--- src/rtl/fifo_uart_tx_if.sv ---
// Read-side handshake between the 8-bit SRAM FIFO and its serial drain stage.
// master = the drain (issues pops), slave = the FIFO (supplies data and ready).
interface fifo_uart_tx_if;
  logic       fifo_ready;
  logic [7:0] fifo_data;
  logic       fifo_read;

  modport master (
    input  fifo_ready,
    input  fifo_data,
    output fifo_read
  );

  modport slave (
    output fifo_ready,
    output fifo_data,
    input  fifo_read
  );
endinterface

--- src/rtl/fifo_uart_tx.sv ---
// FIFO drain stage: pops one byte, then shifts it out as a UART frame (start, 8 data LSB first, stop).
// Define FIFO_UART_TX_PARITY_EN to insert an even-parity bit between the data bits and the stop bit.
module fifo_uart_tx #(
  parameter int unsigned CLKS_PER_BIT = 16
) (
  input  logic           clk,
  input  logic           clrn,
  input  logic           enable,
  fifo_uart_tx_if.master fifo,
  output logic           tx,
  output logic           busy,
  output logic           frame_done
);

  localparam int unsigned BAUD_W = (CLKS_PER_BIT > 1) ? $clog2(CLKS_PER_BIT) : 1;
  localparam logic [BAUD_W-1:0] BAUD_LAST     = BAUD_W'(CLKS_PER_BIT - 1);
  localparam logic [BAUD_W-1:0] BAUD_PRE_LAST = BAUD_W'(CLKS_PER_BIT - 2);

  typedef enum logic [2:0] {
    S_IDLE,
    S_REQ,
    S_LOAD,
    S_START,
    S_DATA,
    S_STOP
`ifdef FIFO_UART_TX_PARITY_EN
    , S_PARITY
`endif
  } state_e;

  state_e              state_q, state_d;
  logic [BAUD_W-1:0]   baud_q, baud_d;
  logic [2:0]          bit_q, bit_d;
  logic [7:0]          shift_q, shift_d;
  logic                tx_q, tx_d;
  logic                busy_q, busy_d;
  logic                fifo_read_q, fifo_read_d;
  logic                frame_done_q, frame_done_d;

  logic                start_ok;
  logic                bit_end;
  logic [2:0]          bit_nxt;
  logic [BAUD_W-1:0]   baud_inc;

  assign start_ok = enable & fifo.fifo_ready;
  assign bit_end  = (baud_q == BAUD_LAST);
  assign bit_nxt  = bit_q + 3'd1;
  assign baud_inc = baud_q + BAUD_W'(1);

  always_comb begin
    // NOTE: every _d gets a default before the case so no path leaves one unassigned (no latches).
    state_d      = state_q;
    baud_d       = baud_q;
    bit_d        = bit_q;
    shift_d      = shift_q;
    tx_d         = tx_q;
    busy_d       = busy_q;
    fifo_read_d  = 1'b0;
    frame_done_d = 1'b0;

    unique case (state_q)
      S_IDLE: begin
        tx_d   = 1'b1;
        busy_d = 1'b0;
        if (start_ok) begin
          state_d     = S_REQ;
          fifo_read_d = 1'b1;
          busy_d      = 1'b1;
        end
      end

      S_REQ: begin
        state_d = S_LOAD;
      end

      // The popped byte is on fifo_data during this cycle; it is committed even if ready dropped.
      S_LOAD: begin
        shift_d = fifo.fifo_data;
        tx_d    = 1'b0;
        baud_d  = '0;
        bit_d   = 3'd0;
        state_d = S_START;
      end

      S_START: begin
        if (bit_end) begin
          baud_d  = '0;
          bit_d   = 3'd0;
          tx_d    = shift_q[0];
          state_d = S_DATA;
        end else begin
          baud_d = baud_inc;
        end
      end

      S_DATA: begin
        if (bit_end) begin
          baud_d = '0;
          bit_d  = bit_nxt;
          if (bit_q == 3'd7) begin
`ifdef FIFO_UART_TX_PARITY_EN
            tx_d    = ^shift_q;
            state_d = S_PARITY;
`else
            tx_d    = 1'b1;
            state_d = S_STOP;
`endif
          end else begin
            tx_d = shift_q[bit_nxt];
          end
        end else begin
          baud_d = baud_inc;
        end
      end

`ifdef FIFO_UART_TX_PARITY_EN
      S_PARITY: begin
        if (bit_end) begin
          baud_d  = '0;
          tx_d    = 1'b1;
          state_d = S_STOP;
        end else begin
          baud_d = baud_inc;
        end
      end
`endif

      // frame_done is registered, so it is requested one cycle ahead to land on the last stop cycle.
      S_STOP: begin
        tx_d = 1'b1;
        if (bit_end) begin
          baud_d = '0;
          if (start_ok) begin
            state_d     = S_REQ;
            fifo_read_d = 1'b1;
            busy_d      = 1'b1;
          end else begin
            state_d = S_IDLE;
            busy_d  = 1'b0;
          end
        end else begin
          baud_d       = baud_inc;
          frame_done_d = (baud_q == BAUD_PRE_LAST);
        end
      end

      default: begin
        state_d = S_IDLE;
        tx_d    = 1'b1;
        busy_d  = 1'b0;
      end
    endcase
  end

  always_ff @(posedge clk) begin
    // NOTE: state registers use non-blocking assignments so every flop samples pre-edge values.
    if (!clrn) begin
      state_q      <= S_IDLE;
      baud_q       <= '0;
      bit_q        <= 3'd0;
      shift_q      <= 8'd0;
      tx_q         <= 1'b1;
      busy_q       <= 1'b0;
      fifo_read_q  <= 1'b0;
      frame_done_q <= 1'b0;
    end else begin
      state_q      <= state_d;
      baud_q       <= baud_d;
      bit_q        <= bit_d;
      shift_q      <= shift_d;
      tx_q         <= tx_d;
      busy_q       <= busy_d;
      fifo_read_q  <= fifo_read_d;
      frame_done_q <= frame_done_d;
    end
  end

  assign fifo.fifo_read = fifo_read_q;
  assign tx             = tx_q;
  assign busy           = busy_q;
  assign frame_done     = frame_done_q;

  // A pop is never held for two cycles, and the line only leaves idle-high while busy.
  a_read_single: assert property (@(posedge clk) disable iff (!clrn) fifo_read_q |=> !fifo_read_q);
  a_idle_high:   assert property (@(posedge clk) disable iff (!clrn) !busy_q |-> tx_q);
  a_done_busy:   assert property (@(posedge clk) disable iff (!clrn) frame_done_q |-> busy_q);

endmodule
--- src/flat_wrapper.sv ---
// flat-port wrapper written by rule: the top's interface ports become plain ports
module fifo_uart_tx_flat 
#(
  parameter int unsigned CLKS_PER_BIT = 16
)
  (clk, clrn, enable, tx, busy, frame_done, fifo_fifo_ready, fifo_fifo_data, fifo_fifo_read);
  fifo_uart_tx_if fifo_i ();
  input  logic clk;
  input  logic clrn;
  input  logic enable;
  output logic tx;
  output logic busy;
  output logic frame_done;
  input wire logic [$bits(fifo_i.fifo_ready)-1:0] fifo_fifo_ready;
  input wire logic [$bits(fifo_i.fifo_data)-1:0] fifo_fifo_data;
  output wire logic [$bits(fifo_i.fifo_read)-1:0] fifo_fifo_read;
  assign fifo_i.fifo_ready = fifo_fifo_ready;
  assign fifo_i.fifo_data = fifo_fifo_data;
  assign fifo_fifo_read = fifo_i.fifo_read;
  fifo_uart_tx #(.CLKS_PER_BIT(CLKS_PER_BIT)) u_core (.clk(clk), .clrn(clrn), .enable(enable), .fifo(fifo_i), .tx(tx), .busy(busy), .frame_done(frame_done));
endmodule
--- config.mk ---
export PLATFORM = sky130hd
export DESIGN_NAME = fifo_uart_tx_flat
export DESIGN_NICKNAME = d
export VERILOG_FILES = /design/src/rtl/fifo_uart_tx_if.sv /design/src/rtl/fifo_uart_tx.sv /design/src/flat_wrapper.sv
export SDC_FILE = /design/constraint.sdc
export NUM_CORES = 1
export LEC_CHECK = 0
export CAP_MARGIN = 20
export CORE_ASPECT_RATIO = 0.8
export CORE_MARGIN = 1.5
export CORE_UTILIZATION = 50
export DETAILED_ROUTE_END_ITERATION = 7
export PLACE_DENSITY = 0.71
export SLEW_MARGIN = 20
export SYNTH_ARGS = -nofsm -noshare
export SYNTH_HDL_FRONTEND = slang
export SYNTH_SLANG_ARGS = --single-unit
--- constraint.sdc ---
create_clock -name clk -period 2.4 [get_ports clk]
set_input_delay 0.36 -clock clk [delete_from_list [all_inputs] [get_ports clk]]
set_output_delay 0.36 -clock clk [all_outputs]
set_load 0.05 [all_outputs]
==> summary.txt <==
Run status
  – Outcome: finished clean

Logic synthesis
  – Post-synthesis register bit count: 22
  – Synth area leader: dfxtp_1
  – Syn_area_per_cell: 8.81 µm²
  – Primary FF master, synth: dfxtp_1
  – Top cell type's share of synthesized area: 0.370
  – Share of synthesized registers carrying an async set or reset: 0
  – Syn Inst Count: 135
  – Post-synth top cells: dfxtp_1, nor2_1, mux2i_1
  – Syn_nets: 151
  – Most numerous cell in the Yosys netlist: dfxtp_1
  – Largest cells by area after synthesis: dfxtp_1, mux2i_1, nor2_1
  – Total of warnings raised by yosys: 0
  – Register area share after synthesis: 0.370
  – EDFF count, synth: 0
  – Mapped Area: 1190 µm²
  – Netlist cell types: 39

Drt
  – Drt drc: 0
  – Wirelength, routed: 2.53 mm
  – Via-to-Cell Ratio: 6.03
  – Initial DRC Count: 35
  – Routed len/inst: 14.8 µm
  – Final ANT Viol Nets: 0
  – Total iterations of the first detailed-routing run: 4
  – Routed via count: 1,031

CTS
  – Clock tree buffer depth: 2
  – CTS Root Cell: clkbuf_4
  – CTS H-tree depth: 1
  – Clock Latency Late Sink: 0.31 ns
  – Cts hold-fix bufs: 0
  – # resized after CTS: 0
  – CTS sink cnt: 22
  – CTS clock-pin slew for the worst setup and hold paths: 0.13 ns
  – CTS Buf Count: 3
  – CTS tree: yes
  – Setup repair bufs after CTS: 0

Critical path
  – Crit-path max FO: 3
  – WP data required: 2.04 ns
  – Critical path data arrival time: 1.52 ns
  – Worst reg2reg path depth: 5
  – R2r endpoint: u_core.tx
  – Critical path class: reg -> out
  – Reg-to-reg startpoint: u_core.bit_q[0]
  – CP max stage delay: 0.82 ns
  – Startpoint type of the worst setup path: flop
  – Worst Path Buf+Inv: 1
  – R2R Setup Slk: 0.54 ns
  – Critical-path top delay cell: clkdlybuf4s50_1
  – Worst path top cell family by delay: buffers and inverters
  – Crit-path cells: clkdlybuf4s50_1
  – CP endpoint kind: primary output

Global route
  – Vias in the first global route: 876
  – Pin count of the biggest net entering global routing: 16
  – Overall routing resource usage: 0.209
  – Grt ovf: 0
  – Initial antenna violation count: 0
  – First-pass GRT wire length: 4.22 mm

Min path
  – Hold Crit Start: u_core.bit_q[2]
  – Hold crit path type: reg -> reg
  – Hold EP: u_core.bit_q[2]
  – Hold path depth: 2

STA
  – Worst Clk Skew: 0.00393 ns
  – Final Max Tran Viols: 0
  – Max_slew headroom: 0.664
  – Worst slew pin tran: 0.503 ns
  – Final min period: 1.88 ns
  – Final hold vios: 0
  – Tcrit/Tclk final: 0.785
  – RSZ-0062 raised after global routing: false
  – Fin Setup TNS: 0 ns
  – Final Setup Violations: 0
  – Highest Clock Rate: 0.531 GHz

Placement
  – Placed instance area: 1340 µm²
  – Gpl congestion: 0.829
  – DP Cell Count: 167
  – Post-DP HPWL: 1.86 mm
  – IO buf count: 15

Final layout
  – Final core occ: 0.634
  – Nets: 163
  – # fillers: 191
  – Multi-input gate area: 684 µm²
  – Register Area: 440 µm²
  – N_diodes: 0
  – Final std cells w/o fill: 171
  – Layout cells sized above 1: 0.0685
  – Final non-filler cell area: 1390 µm²
  – Synthesis-to-layout area growth: 17.0%

Die
  – Starting density of the core: 0.542
  – Die area: 2680 µm²
  – IO Pins: 16
  – Die Y: 46.6 µm
  – Core Box Area: 2200 µm²
  – Rows: 15
  – Die Width: 57.5 µm

Run
  – Max-cap violations: 0

Power and ir drop
  – Leakage power: 0.000542 µW
  – Peak supply drop: 0.496 mV
  – Pwr Density: 561 nW/µm²
[how the worst max path moves through the flow]
stage                           from           to  slack [ns]  cells past startpoint
finish                   u_core.busy         busy        0.52                      1
global route        u_core.baud_q[1]  u_core.busy        0.43                      4
CTS                      u_core.busy         busy        0.49                      1
detailed placement   u_core.bit_q[0]    u_core.tx        0.56                      5
global placement     u_core.bit_q[0]    u_core.tx        0.60                      5
floorplan            u_core.bit_q[0]    u_core.tx        0.66                      5
[routing by layer]
metal	wire length, µm	track usage
met1	1280	0.298
met2	1100	0.316
met3	132	0.0618
met4	11	0.0419
met5	0	0
[sequential cells by signal, summed over array words and instances (netlist names)]
name	flops
u_core.baud_q	4
u_core.bit_q	3
u_core.busy	1
u_core.shift_q	8
u_core.fifo.fifo_read	1
u_core.frame_done	1
u_core.tx	1
u_core.state_q	3
[kinds of logic (layout without fill, tap and decap cells)]
kind of cell             count (synthesis)  in the layout  synth area share
buffers and inverters                   15             26            0.0547
flip-flops                              22             22             0.370
AND/OR/NAND/NOR                         51             51             0.207
AO/OA/AOI/OAI                           27             27             0.163
adder cells (fa/ha/maj)                  4              4            0.0421
multiplexers                            16             16             0.163
[through the flow]
| stage | hold slack [ns] | setup slack [ns] | total power [µW] |
|---|---|---|---|
| floorplan | 0.442 | 0.656 | 464 |
| global placement | 0.453 | 0.604 | 499 |
| detailed placement | 0.460 | 0.555 | 501 |
| CTS | 0.478 | 0.486 | 789 |
| global route | 0.496 | 0.428 | 814 |
| finish | 0.476 | 0.516 | 781 |
[cell type report]
class,instances,share of cell area
multi-input combinational,98,0.491
timing repair buffer,17,0.119
clock buffer,3,0.0162
inverter,5,0.0135
sequential,22,0.316
clock inverter,1,0.0216
tap,25,0.0225
[power by group]
part,switching [µW],internal [µW]
clock network,119,169
registers,15.4,378
logic,49.7,50.3
total,184,597
[cells in the final DEF, fill, tap and decap left out, drive strengths merged, types with 4 or more instances in the layout]
cell and count:
a21oi 5, nor2 19, inv 5, o21ai 4
mux2i 13, ha 4, dfxtp 22, nand2 11
nand3 4, clkdlybuf4s50 15
No activity file was read; power rests on OpenSTA's default activity.
==> RTL change: new RTL, config.mk and constraints unchanged <==
The 6 states of `state_e` get a Gray code encoding in 3 bits.
--- a/src/rtl/fifo_uart_tx.sv
+++ b/src/rtl/fifo_uart_tx.sv
@@ -18,10 +18,10 @@
 
   typedef enum logic [2:0] {
-    S_IDLE,
-    S_REQ,
-    S_LOAD,
-    S_START,
-    S_DATA,
-    S_STOP
+    S_IDLE  = 3'b000,
+    S_REQ   = 3'b001,
+    S_LOAD  = 3'b011,
+    S_START = 3'b010,
+    S_DATA  = 3'b110,
+    S_STOP  = 3'b111
 `ifdef FIFO_UART_TX_PARITY_EN
     , S_PARITY
Formal check against the unedited RTL: same outputs for any inputs over 10 cycles, from zero or initial values; not proved beyond that.
==> RTL change against the original RTL <==
Setup slack got worse by 0.051 ns; die area decreased by 8.9%; synthesized cell count decreased by 7.4%; total power is 13% lower; fmax shrank 2.6%; wire length shrank 8.2%; register-to-register slack got worse by 0.07 ns; sequential power decreased by 2%; synthesized area shrank 9.5%; clock power down 26%; sequential cell count is the same; core utilization grew 1.8 points; sequential share of layout area increased by 2.8 points; design area decreased by 8.2%.
==> RTL change: results (changes against the original RTL) <==
- Asr flop ratio synth: 0% (unchanged)
- H-tree depth: 1 (unchanged)
- Placed Area: 0.00124 sq mm (-7.3%)
- Number of buffers inserted by port buffering: 15 (unchanged)
- Number of fill cells: 180 (-5.8%)
- Max IR drop VDD: 0.397 mV (-20%)
- WL final: 2320 microns (-8.2%)
- Vias: 955 (-7.4%)
- CP Max Fanout: 5 (+2)
- Top cells by count, synth: 22 x dfxtp_1, 15 x nand2_1, 14 x a21oi_1, 11 x nand3_1, 8 x nor2_1
- Via density: 5.90 (-2.2%)
- Crit path largest cell delay: 0.58 ns (-0.24 ns)
- Largest registers: u_core.shift_q x8, u_core.baud_q x4
- Area contributors post-synth: dfxtp_1 41%, a21oi_1 6.5%, nand2_1 5.2%
- Synth unique cells: 33 (-15%)
- Placed Cells: 158 (-5.4%)
- Clock-pin slew of the registers on the worst-case setup and hold paths: 0.13 ns (about the same)
- Status: complete, no violations
- First-pass GRT wire length: 3860 microns (-8.5%)
- Largest net degree at the start of global routing: 18 (+2)
- DP Worst Slack: 0.491 ns (-0.0646 ns)
- Seq/Total Area, Yosys: 40.9% (+3.9 points)
- Clock Skews: 0.00434 ns (+0.000412 ns)
- Mapped Nets: 141 (-6.6%)
- LEAKAGE: 0.463 nW (-15%)
- Cell count after synthesis: 125 (-7.4%)
- Gr usage total: 22.4% (+1.5 points)
- Initial DRC Count: 26 (-26%)
- Detailed Place HPWL: 1660 microns (-11%)
- GP Congestion: 0.745 (-10%)
- Crit-path slowest cell: mux4_1
- Vias in the first global route: 844 (-3.7%)
- DR pass1 iterations: 4 (unchanged)
- Top Family by Delay on Critical Path: multiplexers
- Ant. Diodes: 0 (unchanged)
- Slew HR: 66.4% (about the same)
- WP data arrival: 2.15 ns (+0.63 ns)
- Initial antenna violation count: 0 (unchanged)
- Share of layout cells above drive strength 1: 7.97% (+1.1 points)
RTL change: changes by cell type in the layout (fill, tap and decap cells not counted), sizes merged, moves of 3 or more:
cell	delta
mux2i	-11
inv	-4
nor2	-11
nand3	+7
a21oi	+9
nand2	+4
nand2b	-3
nor3	+3
RTL change: worst paths after layout:
path,start,to,slack [ns],cells past startpoint
setup / recovery,u_core.bit_q[0],u_core.tx,0.47,5
setup reg to reg,u_core.bit_q[0],u_core.tx,0.47,5
hold / removal,u_core.shift_q[3],u_core.shift_q[3],0.47,2
hold reg to reg,u_core.shift_q[3],u_core.shift_q[3],0.47,2
RTL change: cell families after synthesis:
| group | share of synthesized area (%) |
|---|---|
| and+or+nand+nor | 26.0 |
| muxes | 6.39 |
| AOI/OAI and AO/OA | 17.2 |
| buffers and inverters | 4.88 |
| adders and majority gates | 4.65 |
| DFF | 40.9 |
RTL change: area by class of cell:
type	count	area, sq um	share of cell area [%]
multi-input cells	91	584	45.7
flip-flops and latches	22	440	34.4
repair buffers	19	180	14.1
clock buffers	4	36.3	2.84
well taps	24	30.0	2.35
inverters	2	7.51	0.587
RTL change: per-layer routing:
metal / vias up / GRT usage [%] / wire length (microns)
met3: 5 / 7.09 / 89
li1: 485 / - / -
met1: 451 / 29.8 / 1170
met2: 14 / 35.2 / 1030
met5: - / 0 / 0
met4: 0 / 5.85 / 25
RTL change: report_power, final:
group / internal [W] / leakage [nW] / switching, W / total (W)
Sequential: 0.000373 / 0.178 / 0.0000142 / 0.000388
Clock: 0.0000929 / 0.0210 / 0.000119 / 0.000212
Combinational: 0.0000421 / 0.264 / 0.0000415 / 0.0000836
Total: 0.000508 / 0.463 / 0.000175 / 0.000684
